### src/rtl/sim_scheduler.sv
// Game-of-life sequencer: paces generation steps from the frame timer or the
// single-step button, and shares the board port between the engine and
// read-modify-write cell toggles at the cursor.
module sim_scheduler #(
  parameter int LOG_BOARD_SIZE = 9,
  parameter int LOG_MAX_SPEED  = 4,
  parameter int RD_LATENCY     = 2,
  parameter int LOG_TIMEOUT    = 24
) (
  input  logic                        clk_in,
  input  logic                        rst_n_in,
  input  logic                        frame_tick_in,
  input  logic [LOG_MAX_SPEED-1:0]    speed_in,
  input  logic                        click_in,
  input  logic                        step_in,
  input  logic [LOG_BOARD_SIZE-1:0]   cursor_x_in,
  input  logic [LOG_BOARD_SIZE-1:0]   cursor_y_in,
  input  logic                        logic_done_in,
  output logic                        step_start_out,
  output logic                        mem_re_out,
  output logic                        mem_we_out,
  output logic [2*LOG_BOARD_SIZE-1:0] mem_addr_out,
  output logic                        mem_wdata_out,
  input  logic                        mem_rdata_in,
  output logic                        busy_out,
  output logic [15:0]                 gen_count_out,
  output logic                        timeout_out
);

  localparam int AW = 2*LOG_BOARD_SIZE;
  localparam int LW = $clog2(RD_LATENCY+1);
  localparam int SW = LOG_MAX_SPEED+1;

  localparam logic [2:0] S_IDLE      = 3'd0;
  localparam logic [2:0] S_EDIT_RD   = 3'd1;
  localparam logic [2:0] S_EDIT_WAIT = 3'd2;
  localparam logic [2:0] S_EDIT_WR   = 3'd3;
  localparam logic [2:0] S_START     = 3'd4;
  localparam logic [2:0] S_RUN       = 3'd5;

  // Frames per step at speed s is 2**LOG_MAX_SPEED - s.
  localparam logic [SW-1:0]          SPD_FULL = SW'(2**LOG_MAX_SPEED);
  // Last watchdog value before the run is abandoned; the run then lasts
  // 2**LOG_TIMEOUT-1 cycles in total.
  localparam logic [LOG_TIMEOUT-1:0] WD_LAST  = LOG_TIMEOUT'(2**LOG_TIMEOUT - 2);

  logic [2:0]               state_q, state_d;
  logic                     click_q, step_q;
  logic                     pend_q, pend_d;
  logic [AW-1:0]            pend_addr_q, pend_addr_d;
  logic [AW-1:0]            addr_q, addr_d;
  logic [LW-1:0]            lat_q, lat_d;
  logic                     rdata_q, rdata_d;
  logic [LOG_MAX_SPEED-1:0] frame_cnt_q, frame_cnt_d;
  logic                     due_q, due_d;
  logic [LOG_TIMEOUT-1:0]   wd_q, wd_d;
  logic [15:0]              gen_q, gen_d;
  logic                     tmo_q, tmo_d;

  logic          click_rise, step_fire, tmr_fire;
  logic          enter_edit, enter_start;
  logic [SW-1:0] fc_inc, thr;

  assign click_rise  = click_in & ~click_q;
  assign enter_edit  = (state_q == S_IDLE) & pend_q;
  assign enter_start = (state_q == S_IDLE) & ~pend_q & due_q;
  assign fc_inc      = {1'b0, frame_cnt_q} + SW'(1);
  assign thr         = SPD_FULL - {1'b0, speed_in};

  // Click capture, one deep; the pending slot frees when the edit begins,
  // and the active edit keeps its own address so new clicks can queue.
  always_comb begin
    pend_d      = pend_q;
    pend_addr_d = pend_addr_q;
    if (enter_edit) begin
      pend_d = 1'b0;
    end else if (click_rise && !pend_q) begin
      pend_d      = 1'b1;
      pend_addr_d = {cursor_y_in, cursor_x_in};
    end
  end

  // Frame timer and single-step trigger; a trigger landing on the START
  // entry cycle merges into the step being launched.
  always_comb begin
    frame_cnt_d = frame_cnt_q;
    tmr_fire    = 1'b0;
    if (speed_in == '0) begin
      frame_cnt_d = '0;
    end else if (frame_tick_in) begin
      if (fc_inc >= thr) begin
        tmr_fire    = 1'b1;
        frame_cnt_d = '0;
      end else begin
        frame_cnt_d = fc_inc[LOG_MAX_SPEED-1:0];
      end
    end
    step_fire = step_in & ~step_q & (speed_in == '0);
    due_d     = enter_start ? 1'b0 : (due_q | tmr_fire | step_fire);
  end

  // Main sequencer: edits win over steps, runs end on done or watchdog.
  always_comb begin
    state_d = state_q;
    addr_d  = addr_q;
    lat_d   = lat_q;
    rdata_d = rdata_q;
    wd_d    = wd_q;
    gen_d   = gen_q;
    tmo_d   = tmo_q;
    case (state_q)
      S_IDLE: begin
        if (pend_q) begin
          state_d = S_EDIT_RD;
          addr_d  = pend_addr_q;
        end else if (due_q) begin
          state_d = S_START;
        end
      end
      S_EDIT_RD: begin
        state_d = S_EDIT_WAIT;
        lat_d   = LW'(1);
      end
      S_EDIT_WAIT: begin
        if (lat_q == LW'(RD_LATENCY)) begin
          rdata_d = mem_rdata_in;
          state_d = S_EDIT_WR;
        end else begin
          lat_d = lat_q + LW'(1);
        end
      end
      S_EDIT_WR: state_d = S_IDLE;
      S_START: begin
        state_d = S_RUN;
        wd_d    = '0;
      end
      S_RUN: begin
        if (logic_done_in) begin
          state_d = S_IDLE;
          gen_d   = gen_q + 16'd1;
        end else if (wd_q == WD_LAST) begin
          state_d = S_IDLE;
          tmo_d   = 1'b1;
        end else begin
          wd_d = wd_q + LOG_TIMEOUT'(1);
        end
      end
      default: state_d = S_IDLE;
    endcase
  end

  // State and bookkeeping registers.
  always_ff @(posedge clk_in or negedge rst_n_in) begin
    if (!rst_n_in) begin
      state_q     <= S_IDLE;
      click_q     <= 1'b0;
      step_q      <= 1'b0;
      pend_q      <= 1'b0;
      pend_addr_q <= '0;
      addr_q      <= '0;
      lat_q       <= '0;
      rdata_q     <= 1'b0;
      frame_cnt_q <= '0;
      due_q       <= 1'b0;
      wd_q        <= '0;
      gen_q       <= '0;
      tmo_q       <= 1'b0;
    end else begin
      state_q     <= state_d;
      click_q     <= click_in;
      step_q      <= step_in;
      pend_q      <= pend_d;
      pend_addr_q <= pend_addr_d;
      addr_q      <= addr_d;
      lat_q       <= lat_d;
      rdata_q     <= rdata_d;
      frame_cnt_q <= frame_cnt_d;
      due_q       <= due_d;
      wd_q        <= wd_d;
      gen_q       <= gen_d;
      tmo_q       <= tmo_d;
    end
  end

  logic in_edit;
  assign in_edit = (state_q == S_EDIT_RD) | (state_q == S_EDIT_WAIT) | (state_q == S_EDIT_WR);

  // Outputs decode straight from the state, so reset clears them at once.
  assign step_start_out = (state_q == S_START);
  assign mem_re_out     = (state_q == S_EDIT_RD);
  assign mem_we_out     = (state_q == S_EDIT_WR);
  assign mem_addr_out   = in_edit ? addr_q : '0;
  assign mem_wdata_out  = (state_q == S_EDIT_WR) & ~rdata_q;
  assign busy_out       = (state_q != S_IDLE);
  assign gen_count_out  = gen_q;
  assign timeout_out    = tmo_q;

endmodule

### config.mk
export PLATFORM = sky130hd
export DESIGN_NAME = sim_scheduler
export DESIGN_NICKNAME = d
export VERILOG_FILES = /design/src/rtl/sim_scheduler.sv
export SDC_FILE = /design/constraint.sdc
export NUM_CORES = 1
export LEC_CHECK = 0
export ABC_CLOCK_PERIOD_IN_PS = 1800
export BUFFER_PORTS_ARGS = -buffer_cell sky130_fd_sc_hd__buf_2
export CAP_MARGIN = 15
export CORE_MARGIN = 2
export CORE_UTILIZATION = 51
export CTS_CLUSTER_SIZE = 28
export DETAILED_ROUTE_END_ITERATION = 12
export HOLD_SLACK_MARGIN = 0.03
export MAX_ROUTING_LAYER = met4
export PLACE_DENSITY = 0.73
export SLEW_MARGIN = 0
export SYNTH_ARGS = -nofsm -noshare
export SYNTH_HDL_FRONTEND = slang
export SYNTH_SLANG_ARGS = --single-unit
### constraint.sdc
create_clock -name clk_in -period 1.8 [get_ports clk_in]
set_input_delay 0.09 -clock clk_in [delete_from_list [all_inputs] [get_ports clk_in]]
set_output_delay 0.09 -clock clk_in [all_outputs]
set_load 0.02 [all_outputs]
### After elaboration in Yosys (flattened, before gate mapping)

Index checks and enable logic that the tools add are counted.

* register bits: 91
* word-level logic and storage cells: 87
* bits of input ports: 29
* output and inout bits: 40

* muxes and demuxes: 21
* reduce and logical (&&, ||, !) cells: 17
* bitwise operators: 17
* magnitude comparators: 1
* equality and inequality tests: 13
* $add $sub $neg: 5

Operator list (count)
* two-way mux 24 bit: 2
* one-hot mux 24 bit (2 select lines): 1
* adder 24 x 1 -> 24 bit, second input constant: 1
* equality test 24 bit, second input constant: 1
* two-way mux 18 bit: 1
* adder 16 x 1 -> 16 bit, second input constant: 1
* two-way mux 3 bit: 5
* one-hot mux 3 bit (5 select lines): 1
* two-way mux 4 bit: 3
* AND reduction 2 bit: 5
* AND reduction 3 bit: 3
* != test 2 bit, second input constant: 4
* nonzero test 2 bit: 4
* AND 1 bit: 7
* equality test 3 x 2 -> 1 bit, second input constant: 2
* equality test 3 bit, second input constant: 2
* two-way mux 1 bit: 6
* != test 3 bit, second input constant: 2
* NOT 1 bit: 6
* adder 4 x 1 -> 5 bit, second input constant: 1
* >= comparator 5 bit: 1
* subtractor 5 x 4 -> 5 bit, first input constant: 1
* zero test 4 bit: 1
* bitwise OR 1 bit: 4
* 9 further kinds: 9

### Logic depth before layout (Yosys ltp)

* depth after elaboration: 8
* mapped depth: 9

### Least setup slack after synthesis

No wires, ideal clock.

* kind: reg2reg
* start: register state_q[2]
* end: register addr_q[10]
* period minus slack after synthesis: 1.883 ns
* arrival: 1.758 ns
* library setup time: 0.125 ns
* data required time: 1.675 ns
* buffers on the path: 2
* path slack: -0.083 ns
* cell stages (with the launch flop): 6
* cell sequence: dfrtp_1 > or3_1 > clkbuf_1 > nor2_4 > buf_2 > mux2_2

* word-level cells in the longest chain between the ends: 2

Ends and longest elaborated chain
* from (decl): RTL line 47 `logic [2:0] state_q, state_d;`
* from (signal assigned): RTL line 169 `state_q <= state_d;`
* zero test 3 bit: RTL line 111 `case (state_q)`
* AND reduction 2 bit (no line)
* to (signal assigned): RTL line 174 `addr_q <= addr_d;`
* to (decl): RTL line 51 `logic [AW-1:0] addr_q, addr_d;`

No other way between the ends.
A chain may end at the register's enable or synchronous reset.

### Final worst setup path

* start: register wd_q[0]
* end: register wd_q[13]

* word-level cells in the longest chain between the ends: 4
* elaborated cells between the ends (all ways): 7
* those cells by class: add/sub: 1; eq/ne: 2; mux: 3; reduce/logical: 1

Ends and longest elaborated chain
* from (decl): RTL line 56 `logic [LOG_TIMEOUT-1:0] wd_q, wd_d;`
* from (signal assigned): RTL line 179 `wd_q <= wd_d;`
* adder 24 x 1 -> 24 bit: RTL line 145 `wd_d = wd_q + LOG_TIMEOUT'(1);`
* two-way mux 24 bit: RTL line 141 `end else if (wd_q == WD_LAST) begin`
* two-way mux 24 bit: RTL line 138 `if (logic_done_in) begin`
* one-hot mux 24 bit (2 select lines): RTL line 111

Several ways; a longest one is shown, not always the timed one. The select of a mux whose other input is x is not followed.

==> results <==
- The CTS sink count is 91.
- The net count reported at finish is 599.
- In the routed design, unresolved DRC markers number 0.
- For this run, the total global-route usage over all layers was measured as 0.234.
- The final hold violation count came to 0.
- The number of levels the H-tree was split into is 3.
- The signal on the critical path passes through inv_1 > ha_2 > nand4_1 > nor4_4 > buf_4 > a21boi_4 > buf_12 > a21oi_1 > a21oi_1.
- The tool flagged a number of max-cap violations equal to 0.
- The hold path startpoint is frame_tick_in.
- Dividing the detail-routed wire length by the instance count gives 17.3 um.
- Setup repair after global routing could not meet its margin everywhere.
- Synthesis instantiated 54 different standard cells from the library.
- For this design the top-level I/O count stands at 69.
- The core region is 8640 um2.
- Based on the critical path, the design can be clocked at up to 0.534 GHz.
- The floorplan has 34 rows.
- The number of global-route vias before repair is 3716.
- The count of endpoints failing setup in the final report is 12.
- Sorting the synthesized cells by area gives the leading types as dfrtp_1 51%, mux2_2 9.6%, ha_1 3.1%.
- The count of buffer and inverter cells on the critical path is 3.
- The fraction of the yosys area taken by sequential cells is 0.509.
- The global-route congestion overflow total is 0.
- The worst setup slack for register-to-register paths is -0.07 ns.
- Clock tree synthesis selected as its root buffer the cell clkbuf_8.
- The iteration count of the initial detailed-routing pass is 4.
- The area share of the leading cell type in the synthesized netlist is 0.509.
- Signal routing reaches up to met4.
- The initial antenna violation count was 0.
- The detailed router placed 3786 vias in this run.
- The synthesis-stage register bit count is 91.
- The chip width is 97.7 um.
- The kind of cell adding the most delay to the critical path is simple AND/OR/NAND/NOR gates.
- Counting cells, the worst reg-to-reg path comes to 9.
- At the pin with the least slew margin, the transition time is 0.592 ns.
- Once layout is complete, the cells apart from fillers number 672.
- The startpoint class of the critical path is a flip-flop.
- The post-layout minimum cycle time is 1.87 ns.
- Power spread over the standard cell area amounts to 1380 nW/um2.
- Counting flops with an async set or reset pin after synthesis yields a share of 1.00.
- The required time at the worst-slack endpoint is 2.06 ns.
- In this run the deepest clock path goes through 2 buffers.
- The die covers 9540 um2.
- The number of nets produced by synthesis is 451.
- The initial cell density of the core is 0.518.
- The tightest slew margin relative to the limit is 0.605.
- In the detailed route, the total length drawn on met3 is 544 um.
- The checks that failed: setup timing.
- The HPWL reported at the end of detailed placement is 6870 um.
- The final critical-path share of the clock period is 1.04.
- The number of antenna diodes in the final layout is 0.
- The filler cell count in the final layout is 543.
- The synthesized instance count is 411.
- The data arrival time of the critical path is 2.13 ns.
- The number of flops mapped to enable cells by yosys is 0.
- The maximum vdd drop is 1.17 mV.
- Summing every instance area after synthesis gives 4480 um2.
- The endpoint identified for the worst register-to-register timing path is wd_q[13].
- At the end of routability-driven placement, the weighted congestion stood at 0.856.
- The count of final max-slew check failures is 0.
- The clock latency of the later-clocked register in the worst-skew pair is 0.38 ns.
- The wire length of the first global-routing pass is 17600 um.
- In this run, placement finished with an instance count of 619.
- The hold path depth is 3.
- Before CTS, the worst setup slack after placement is -0.137 ns.
- The critical path is of the reg2reg type.
- In this run the static leakage power is 2.92 nW.
- The vertical extent of the die is 97.7 um.
- Entering global routing, the biggest net connects 46 pins.
- The starting DRC count in detailed routing is 157.
- TritonCTS built the clock tree.
- For hold timing, the worst endpoint is due_q.
- For this block, the routed nets add up to 11600 um of wire.
- Of all cell types, the one taking the most synthesized area is dfrtp_1.
- The count of input and output buffers is 68.
- After detailed routing, the number of vias per cell comes to 5.63.
- For this run, the slowest stage of the critical path takes 0.39 ns.
- The slowest stage cell on the critical path is dfrtp_1.
- Along the worst path, the maximum fanout reaches 11.
- The cell count along the critical path is 9.
- The detailed router put a total of 4830 um of wire on met1.
- The number of nets with antenna violations after routing is 0.
- The worst setup path is captured at a flip-flop.
- The routed design uses 5900 um of met2 wire.
- Clock-pin slew was measured on the worst setup and hold paths at 0.09 ns.
- In the synthesized netlist the dominant register cell turns out to be dfrtp_1.
- The area growth from synthesis to final layout is 40.6%.
- The flow ran to the end, but the final reports show violations.
- The average size of a mapped cell is 10.9 um2.
- In the final layout, the share of cells above drive strength 1 is 0.447.
- The worst clock skew is 0.00846 ns.
- The origin of the critical flop-to-flop path is wd_q[0].
- Counting stages on the worst path, the most repeated cell is a21oi_1.
- In the post-route analysis, the smallest setup slack over all paths is -0.0721 ns.
- The CTS buffer count is 9.
- The synthesis warning total is 0.
- The path class of the tightest hold or removal check is in2reg.
-- area by class of cell --
| class | instances | area (um2) | area share |
|---|---|---|---|
| Sequential cell | 91 | 2280 | 0.362 |
| Multi-Input combinational cell | 295 | 2370 | 0.377 |
| Inverter | 11 | 48.8 | 0.00775 |
| Timing Repair Buffer | 151 | 1220 | 0.194 |
| Tap cell | 108 | 135 | 0.0215 |
| Clock buffer | 10 | 138 | 0.0219 |
| Clock inverter | 6 | 96.3 | 0.0153 |
-- sequential cells by signal, summed over array words and instances, names as in the netlist --
name / count
wd_q: 24
rdata_q: 1
timeout_out: 1
lat_q: 2
gen_count_out: 16
addr_q: 18
click_q: 1
pend_q: 1
frame_cnt_q: 4
pend_addr_q: 18
due_q: 1
state_q: 3
step_q: 1
-- layout by cell type, fill, tap and decap left out, drive strengths merged, types with 2 or more instances in the layout --
cell | netlist | final
clkbuf | 6 | 11
mux2 | 38 | 38
nor3 | 10 | 10
and3 | 7 | 7
nand2b | 5 | 5
nor2 | 29 | 29
bufinv | 0 | 2
o41ai | 2 | 2
a211oi | 4 | 4
xnor2 | 12 | 12
xor2 | 8 | 8
nand3b | 2 | 2
a31oi | 10 | 10
a41oi | 3 | 3
dfrtp | 91 | 91
a21oi | 18 | 18
a21o | 3 | 3
a31o | 2 | 2
nand3 | 14 | 14
or2b | 2 | 2
inv | 11 | 13
nor4 | 2 | 2
and4b | 2 | 2
o31ai | 8 | 8
ha | 11 | 11
and2 | 20 | 20
nand4 | 13 | 14
buf | 9 | 128
nand2 | 27 | 27
a22o | 2 | 2
dlygate4sd3 | 0 | 22
nor3b | 2 | 2
o21ai | 26 | 26
or3 | 2 | 2
-- metal layers --
metal	vias to the layer above	GRT usage
met5	-	-
met1	1877	0.286
li1	1787	-
met4	0	0.0951
met2	93	0.376
met3	29	0.0547
-- where the power goes --
part,total (W),internal [W],switching (W)
combinational,0.00398,0.00210,0.00188
clock,0.00164,0.000837,0.000803
sequential,0.00305,0.00263,0.000415
-- worst min-delay path: stages --
cell      delay (ns)
buf_2           0.11
a311oi_1        0.08
a21oi_1         0.11
-- Yosys cell counts, types with 10 or more instances --
cell type and count:
mux2_2 38, dfrtp_1 91, a31oi_1 10, nand4_1 11, inv_1 11, a21oi_1 18, o21ai_0 26, nand3_1 14
xnor2_1 12, nor2_1 28, and2_1 20, nand2_1 27, ha_1 11
-- through the flow --
| stage | power (W) | util | hold WS (ns) | area (um2) | TNS (ns) |
|---|---|---|---|---|---|
| 6_report | 0.00867 | 0.729 | 0.0493 | 6290 | -0.486 |
| 3_5_place_dp | 0.00589 | 0.611 | 0.124 | 5280 | -0.433 |
| 4_1_cts | 0.00781 | 0.678 | 0.0408 | 5860 | -0.0634 |
| 2_1_floorplan | 0.00489 | - | -0.206 | 4480 | 0 |
| 5_1_grt | 0.00912 | 0.729 | 0.0742 | 6290 | -2.72 |
| 3_3_place_gp | 0.00574 | 0.611 | 0.123 | 5280 | -0.112 |
-- how the worst max path moves through the flow --
stage / slack (ns) / start / end
2_1_floorplan: 0.002 / state_q[2] / addr_q[10]
3_3_place_gp: -0.05 / frame_cnt_q[1] / frame_cnt_q[1]
3_5_place_dp: -0.14 / frame_cnt_q[1] / frame_cnt_q[3]
4_1_cts: -0.02 / wd_q[0] / wd_q[15]
5_1_grt: -0.15 / wd_q[1] / wd_q[13]
6_report: -0.07 / wd_q[0] / wd_q[13]
-- logic make-up after synthesis --
family                     count (synthesis)  synth area share
xor gates and xnor gates                  20            0.0391
adders and majority gates                 11            0.0308
AOI/OAI and AO/OA                         85             0.119
and+or+nand+nor                          139             0.175
buffers and inverters                     26            0.0294
DFF                                       91             0.509
muxes                                     39            0.0978
-- repair_timing --
action,CTS,global route
gates cloned,1,4
hold buffers,22,0
pin swaps,10,21
hold endpoints to repair,63,0
buffers inserted,1,9
gates resized for setup,22,96
setup endpoints to repair,25,40
No activity file was read; power rests on OpenSTA's default activity.
